`config.mk`:
```
export PLATFORM = sky130hd
export DESIGN_NAME = speed_ctrl
export DESIGN_NICKNAME = d
export VERILOG_FILES = /design/src/rtl/speed_ctrl.sv
export SDC_FILE = /design/constraint.sdc
export NUM_CORES = 1
export LEC_CHECK = 0
export ABC_AREA = 0
export CORE_UTILIZATION = 52
export CTS_CLUSTER_SIZE = 8
export DETAILED_ROUTE_END_ITERATION = 16
export PLACE_DENSITY_LB_ADDON = 0.1
export SLEW_MARGIN = 20
export SYNTH_ARGS = -nofsm -noshare
export SYNTH_HDL_FRONTEND = slang
export SYNTH_SLANG_ARGS = --single-unit
```
`constraint.sdc`:
```
create_clock -name clk -period 2 [get_ports clk]
set_input_delay 0.3 -clock clk [delete_from_list [all_inputs] [get_ports clk]]
set_output_delay 0.3 -clock clk [all_outputs]
set_load 0.01 [all_outputs]
```
`src/rtl/speed_ctrl.sv`:
```
// Game speed controller: debounced up/down buttons select the divider rate,
// and a two-state tick FSM turns the divided game clock into step pulses.
module speed_ctrl #(
  parameter int         DEB_CYCLES = 1_000_000,
  parameter logic [1:0] RESET_RATE = 2'b10
) (
  input  logic        clk,
  input  logic        rst_n,
  input  logic        btn_up,
  input  logic        btn_down,
  input  logic        pause,
  input  logic        clk_game,
  output logic [1:0]  clk_rate,
  output logic        step,
  output logic [15:0] step_cnt,
  output logic        rate_changed
);

  localparam int            CW      = $clog2(DEB_CYCLES + 1);
  localparam logic [CW-1:0] CNT_MAX = CW'(DEB_CYCLES - 1);
  localparam int            BTN_UP  = 0;
  localparam int            BTN_DN  = 1;

  typedef enum logic {
    LOW,
    HIGH
  } tick_state_e;

  logic [1:0]    btn_raw;
  logic [1:0]    sync1_q, sync2_q;
  logic [1:0]    acc_q;
  logic [1:0]    press_q;
  logic [CW-1:0] cnt_q [2];

  logic [1:0]    rate_d, rate_q;
  logic          rate_changed_q;

  tick_state_e   state_q;
  logic          step_q;
  logic [15:0]   step_cnt_q;

  assign btn_raw = {btn_down, btn_up};

  // Synchronizer plus debouncer for both buttons; press_q is a one-cycle
  // pulse on each accepted 0->1 transition.
  always_ff @(posedge clk or negedge rst_n) begin
    if (!rst_n) begin
      sync1_q <= '0;
      sync2_q <= '0;
      acc_q   <= '0;
      press_q <= '0;
      // NOTE: the counter array sits in flops, not RAM, so it can and must be
      // reset; otherwise a mid-debounce reset could leave a stale count behind.
      for (int i = 0; i < 2; i++) cnt_q[i] <= '0;
    end else begin
      // NOTE: non-blocking assignments make sync2_q take the old sync1_q,
      // giving a true two-flop chain regardless of statement order.
      sync1_q <= btn_raw;
      sync2_q <= sync1_q;
      for (int i = 0; i < 2; i++) begin
        press_q[i] <= 1'b0;
        if (sync2_q[i] == acc_q[i]) begin
          cnt_q[i] <= '0;
        end else if (cnt_q[i] == CNT_MAX) begin
          acc_q[i]   <= sync2_q[i];
          press_q[i] <= sync2_q[i];
          cnt_q[i]   <= '0;
        end else begin
          cnt_q[i] <= cnt_q[i] + CW'(1);
        end
      end
    end
  end

  always_comb begin
    // NOTE: default first so every path assigns rate_d and no latch is inferred.
    rate_d = rate_q;
    unique case ({press_q[BTN_DN], press_q[BTN_UP]})
      2'b01:   if (rate_q != 2'b00) rate_d = rate_q - 2'b01;
      2'b10:   if (rate_q != 2'b11) rate_d = rate_q + 2'b01;
      default: rate_d = rate_q;
    endcase
  end

  always_ff @(posedge clk or negedge rst_n) begin
    if (!rst_n) begin
      rate_q         <= RESET_RATE;
      rate_changed_q <= 1'b0;
    end else begin
      rate_q         <= rate_d;
      rate_changed_q <= (rate_d != rate_q);
    end
  end

  // Tick FSM: a rising edge of the sampled game clock issues one step unless
  // paused, in which case that edge is dropped but the level is still tracked.
  always_ff @(posedge clk or negedge rst_n) begin
    if (!rst_n) begin
      state_q    <= LOW;
      step_q     <= 1'b0;
      step_cnt_q <= '0;
    end else begin
      step_q <= 1'b0;
      unique case (state_q)
        LOW: begin
          if (clk_game) begin
            state_q <= HIGH;
            if (!pause) begin
              step_q     <= 1'b1;
              step_cnt_q <= step_cnt_q + 16'd1;
            end
          end
        end
        HIGH: begin
          if (!clk_game) state_q <= LOW;
        end
        default: state_q <= LOW;
      endcase
    end
  end

  assign clk_rate     = rate_q;
  assign rate_changed = rate_changed_q;
  assign step         = step_q;
  assign step_cnt     = step_cnt_q;

endmodule

```
; ---- Yosys cells after proc, flatten, opt, wreduce, memory -nomap -nowiden
; Cells that the tools add are included.
[classes]
eq_ne = 8
reduce_logical = 4
bitwise = 4
mux = 15
addsub = 5
[op_table]
columns = op, n
row1 = $mux 20, 4
row2 = $add 20x1->20 const B, 2
row3 = $eq 20x20->1 const B, 2
row4 = $add 16x1->16 const B, 1
row5 = $mux 1, 8
row6 = $mux 2, 2
row7 = $not 1->1, 4
row8 = $pmux 2 s2, 1
row9 = $reduce_and 2->1, 2
row10 = $reduce_and 3->1, 1
row11 = $add 2x1->2 const B, 1
row12 = $eq 1x1->1, 2
row13 = $eq 2x1->1 const B, 1
row14 = $eq 2x2->1 const B, 1
row15 = $ne 2x2->1, 1
row16 = $ne 2x2->1 const B, 1
row17 = $reduce_bool 2->1, 1
row18 = $sub 2x1->2 const B, 1
[word_totals]
input_bits = 6
word_cells = 48
ff_bits = 69
output_inout_bits = 20

; ---- Depth between registers and ports, before layout
; Gate-level depths: netlist (run 1).
[depth]
ltp_word = 4
mapped_depth = 6
ltp_nobuf = 6

; ---- Least setup slack after synthesis (run 1)
; OpenSTA, ideal clock, no wires.
[synth_timing]
kind = reg2reg
from = register cnt_q[20] in the netlist's numbering
to = register cnt_q[38] in the netlist's numbering
stages_incl_launch_ff = 7
setup_time_ns = 0.078
arrival_ns = 1.932
n_path_buf = 1
path_slack_ns = -0.010
path_cell_list = dfrtp_1 ha_1 inv_1 or4_1 buf_2 or4_1 a21oi_1
[synth_via]
elab_chain_len = 3
[synth_rtl]
columns = item, line_no
row1 = start: declaration, 33  ; logic [CW-1:0] cnt_q [2];
row2 = start signal: indexed assignment, 69  ; cnt_q[i] <= cnt_q[i] + CW'(1);
row3 = $add 20x1->20 / $eq 20x20->1 (equally long branches), "69, 64"
row4 = $mux 20 (*), 64  ; end else if (cnt_q[i] == CNT_MAX) begin
row5 = $mux 20 (*), 62  ; if (sync2_q[i] == acc_q[i]) begin
; Every way passes the cells marked *; elsewhere a longest branch is shown, timed or not.
; A chain may end at the register's enable or synchronous reset.

; ---- Final worst setup path (run 1)
[layout_timing]
from = register cnt_q[27] in the netlist's numbering
to = register cnt_q[38] in the netlist's numbering
; The elaborated chain is that of the path after synthesis.

==> impl_metrics.yaml, run 1 <==
cells_and_area:
  nFillCells: 476
  fin_util: 0.656
  seqCellArea_um2: 1730
  fin_nets: 360
  multiInputGateArea_um2: 1400
  syn2layout_area_growth_pct: 22.1
  final_cell_mix: "68 x dfrtp_1, 39 x nor2_1, 25 x xnor2_1"
  drive_gt1_frac: 0.124
  num_antenna_cells: 0
  layout_commonest_cell: "dfrtp_1"
global_route:
  antenna_found_initial: 0
  grt_use_total: 0.197
  use_met2: 0.306
  use_met1: 0.260
  grt-busiest-layer: "met2"
  grt_pass1_wl_um: 9680
  grt.met3_usage: 0.0523
  grt_pass1_vias: 2211
  overflow: 0
  grt_max_degree: 48
sta:
  fin_crit_sh: 0.952
  slew-limit-headroom: 0.655
  final.setup.tns_ns: 0
  rsz0062_at_grt: "false"
  min_period_ns: 1.90
  setup_violations: 0
  max_freq_mhz: 525
  maxSlewViolCount: 0
  hold_viol_final: 0
  worst_slew_pin_slew_ns: 0.513
  clock_skew_ns: 0.00876
floorplan:
  dieArea_um2: 6430
  die_h_um: 80.2
  core_area_um2: 5920
  io_pins: 26
  row_count: 28
  fp.dieW_um: 80.2
  start_util: 0.537
placed_design:
  portBuffers: 25
  gp_congestion: 0.812
  dpl.hpwl_um: 3920
outcome:
  outcome: "complete, no violations"
setup_path:
  arrival_ns: 2.16
  cp.required_ns: 2.26
  end_kind: "flip-flop"
  crit_family: "simple AND/OR/NAND/NOR gates"
  critical_path.cell_chain: "nand3_1, or4_4, or4_1, a21oi_1"
  slowest_stage: "or4_4"
  crit_type: "flip-flop to flip-flop"
  crit_path_start_kind: "flip-flop"
  cp_num_buf_inv: 0
  crit_fanout: 8
  max_stage_delay_ns: 0.58
clock_tree:
  clk_latency_ns: 0.33
  tritoncts: "done"
  cts.sinks: 69
  cts_made_buffers: 9
  path_clk_slew_ns: 0.07
  clockBufferDepth: 2
  root_buffer: "clkbuf_8"
  htree_levels: 3
routing:
  drtIter0Drc: 94
  routed_wl_um: 5650
  ant_nets: 0
  vias_per_cell: 5.44
  first_pass_iters: 4
  vias: 2334
  remaining_drc_errors: 0
  wire_per_inst_um: 13.2
logic_synthesis:
  yosysSeqAreaShare: 0.544
  synthCells: 299
  synth_area_um2: 3180
  ys_types: 34
  synth-seq-cells: 69
  synth_top_area_cell: "dfrtp_1"
  netlist_top_cells_area: "dfrtp_1 54%, xnor2_1 6.9%, xor2_1 5.0%"
  synth_top_area_share: 0.535
  synth_warnings: 0
  postSynthAreaPerCell_um2: 10.6
  synth_nets: 310
power_and_ir_drop:
  power_density_nw_per_um2: 773
  ir_drop_mv: 0.598
  p_leak_nw: 1.65
job:
  drv_cap: 0
min_path:
  min_path_type: "flip-flop to flip-flop"
-- path summary, 6_finish.rpt --
check | from | to | slack [ns] | cells past startpoint
setup / recovery | cnt_q[27] | cnt_q[38] | 0.1 | 4
hold reg to reg | sync1_q[0] | sync2_q[0] | 0.35 | 0
max in group asynchronous | rst_n | step_cnt[14] | 0.90 | 3
hold / removal | sync1_q[0] | sync2_q[0] | 0.35 | 0
min in group asynchronous | rst_n | cnt_q[34] | 0.48 | 2
setup reg to reg | cnt_q[27] | cnt_q[38] | 0.1 | 4
-- flip-flops by register name (all words and copies together), names as in the netlist --
name          cells
acc_q             2
clk_rate          2
cnt_q            40
press_q           2
rate_changed      1
state_q           1
step              1
step_cnt         16
sync1_q           2
sync2_q           2
-- worst register-to-register path, delay by kind of cell (launching register included) --
| family | cells | cell delay (ns) |
|---|---|---|
| AND/OR/NAND/NOR | 3 | 1.27 |
| flip-flops | 1 | 0.40 |
| AO/OA/AOI/OAI | 1 | 0.16 |
-- timing repair --
action	CTS	global route
endpoints found under the hold margin	21	0
setup endpoints to repair	0	2
hold buffers	1	0
buffers inserted	0	0
resized for setup	0	3
-- final cells by class --
class                      instances  share of cell area
inverter                          11              0.0106
sequential                        69               0.445
timing repair buffer              43               0.105
multi-input combinational        215               0.362
tap                               75              0.0242
clock inverter                     5              0.0193
clock buffer                      11              0.0338
-- layer usage --
metal	part of all wire	wire length (µm)
met1	0.49	2750
met2	0.47	2640
met3	0.029	166
met4	0.016	93
met5	0	0
-- report_power, final --
group | total (mW) | internal [mW] | switching (mW)
registers | 1.53 | 1.46 | 0.0703
clock network | 1.18 | 0.697 | 0.485
logic | 0.289 | 0.159 | 0.131
-- cell families after synthesis --
family | share of synthesized area
AO/OA/AOI/OAI | 0.0500
XOR/XNOR | 0.119
adder cells (fa/ha/maj) | 0.0197
buffers and inverters | 0.0193
flip-flops | 0.544
multiplexers | 0.0138
AND/OR/NAND/NOR | 0.235
-- Yosys cell counts, drive strengths merged --
cell and instances:
nor2 39, xnor2 25, and4 5, nor3b 1
and2 1, and3b 2, a21oi 11, nor3 7
nand4bb 1, nand4 18, nor2b 1, dfrtp 68
or3 7, nor4b 3, and3 7, buf 2
clkbuf 2, nor4 8, o21ai 12, ha 5
mux2i 1, nand2 15, nand3 16, inv 11
xor2 18, dfstp 1, o31ai 3, mux2 3
or4 4, or4b 1, a211oi 1
-- per-stage QoR --
| step | hold slack, ns | std cells | setup slack, ns | total power [mW] | area, µm² |
|---|---|---|---|---|---|
| global route | 0.370 | 429 | 0.0220 | 3.14 | 3880 |
| global placement | 0.307 | 412 | 0.111 | 1.84 | 3650 |
| finish | 0.352 | 429 | 0.0968 | 3.00 | 3880 |
| detailed placement | 0.313 | 412 | 0.0292 | 1.85 | 3650 |
| floorplan | 0.00441 | 299 | 0.0125 | 1.67 | 3180 |
| CTS | 0.354 | 429 | 0.0114 | 3.04 | 3870 |
Power figures use the tool's default switching activity.
==> run 2: changes to the inputs <==
Settings changed: CORE_ASPECT_RATIO from default to 0.7.
==> impl_metrics.yaml, run 2 (synthesis gave the netlist of run 1 again) <==
sta:
  max_freq_mhz: 523
  setup_violations: 0
  timing.final.ws_setup_ns: 0.0891
  fin_crit_sh: 0.955
  rsz0062_at_grt: "true"
  slew-limit-headroom: 0.655
  maxSlewViolCount: 0
  hold_viol_final: 0
  worst_slew_pin_slew_ns: 0.513
  fin_hold_ws_ns: 0.354
  clock_skew_ns: 0.00799
  min_period_ns: 1.91
global_route:
  overflow: 0
  grt_pass1_wl_um: 10200
  grt_max_degree: 36
  grt_pass1_vias: 2203
  antenna_found_initial: 0
  grt_use_total: 0.213
cells_and_area:
  drive_gt1_frac: 0.137
  fin_nets: 364
  syn2layout_area_growth_pct: 22.2
  largest_reg_flops: 40
  layout_commonest_cell: "dfrtp_1"
  fin_util: 0.668
  largest-register: "cnt_q"
  finalInstanceArea_um2: 3880
  num_antenna_cells: 0
  final_cell_mix: "68 x dfrtp_1, 39 x nor2_1, 25 x xnor2_1"
power_and_ir_drop:
  p_leak_nw: 1.65
  power_density_nw_per_um2: 746
  ir_drop_mv: 0.504
clock_tree:
  clk_latency_ns: 0.34
  path_clk_slew_ns: 0.07
  htree_levels: 3
  tritoncts: "done"
  cts_made_buffers: 9
  clockBufferDepth: 2
  cts_setup_buffers: 0
  cts.sinks: 69
  root_buffer: "clkbuf_8"
setup_path:
  crit_fanout: 12
  cp.required_ns: 2.22
  crit_family: "simple AND/OR/NAND/NOR gates"
  end_kind: "flip-flop"
  crit_type: "flip-flop to flip-flop"
  slowest_stage: "or4b_2"
  arrival_ns: 2.13
  max_stage_delay_ns: 0.68
  cp_num_buf_inv: 2
  crit_path_start_kind: "flip-flop"
  critical_path.cell_chain: "nand3_2, or4b_2, buf_4, o31ai_4, buf_6, nor2_1"
routing:
  vias_per_cell: 5.48
  drtIter0Drc: 115
  vias: 2375
  first_pass_iters: 4
  ant_nets: 0
  wire_per_inst_um: 13.8
  routed_wl_um: 5980
  remaining_drc_errors: 0
floorplan:
  fp.dieW_um: 95.4
  start_util: 0.547
  row_count: 23
  dieArea_um2: 6430
  io_pins: 26
  core_area_um2: 5810
  die_h_um: 67.4
placed_design:
  portBuffers: 25
  gp_congestion: 0.828
  dpl.hpwl_um: 4180
  pre_cts_ws_ns: 0.0316
  dpl-instance-area_um2: 3670
min_path:
  min_path_type: "flip-flop to flip-flop"
outcome:
  outcome: "complete, no violations"
job:
  drv_cap: 0
[run 2: final cells by class]
type	count	area (µm²)
clock buffers	11	131
clock inverters	5	52.6
fillers	462	1930
inverters	11	41.3
multi-input cells	215	1410
flip-flops and latches	69	1730
well taps	75	93.8
repair buffers	47	429
[run 2: final timing paths]
path	from	endpoint	slack, ns	cells after the start
setup / recovery	cnt_q[17]	cnt_q[11]	0.09	6
hold / removal	sync1_q[0]	sync2_q[0]	0.35	0
setup reg to reg	cnt_q[17]	cnt_q[11]	0.09	6
hold reg to reg	sync1_q[0]	sync2_q[0]	0.35	0
max in group asynchronous	rst_n	state_q	0.98	3
min in group asynchronous	rst_n	clk_rate[0]	0.44	2
[run 2: routing by layer]
metal	global-route usage	share of wire	up-vias	wire length, µm
met4	0.0896	0.016	0	94
met1	0.300	0.50	1155	3020
li1	-	-	1167	-
met3	0.0541	0.038	11	230
met2	0.313	0.44	42	2640
met5	0	0	-	0
[run 2: power by group]
part           switching (mW)  leakage, nW  internal, mW
clock network           0.501       0.0931         0.570
registers              0.0772        0.931          1.46
logic                   0.132        0.630         0.159
total                   0.710         1.65          2.19
[run 2: worst register-to-register path: stages, from the launching register on]
cell and delay (ns):
dfrtp_1 0.40, nand3_2 0.11, or4b_2 0.68, buf_4 0.17, o31ai_4 0.20, buf_6 0.19, nor2_1 0.06
[run 2: metrics by stage]
step | instances | TNS (ns) | power (mW)
after floorplan | 299 | 0 | 1.67
after global placement | 416 | 0 | 1.84
after detailed placement | 416 | 0 | 1.85
after CTS | 433 | 0 | 2.94
after global routing | 433 | -0.0170 | 3.04
final | 433 | 0 | 2.90
[run 2: timing repair]
| item | CTS | global route |
|---|---|---|
| setup endpoints to repair | 0 | 14 |
| hold endpoints to repair | 17 | 0 |
| hold buffers | 1 | 0 |
| resized for setup | 0 | 5 |
==> run 3: changes to the inputs <==
Settings changed: CAP_MARGIN from default to 20, CTS_CLUSTER_DIAMETER from default to 200.
==> results of run 3 <==
No change in the layout: final DEF, timing and power equal those of run 2.
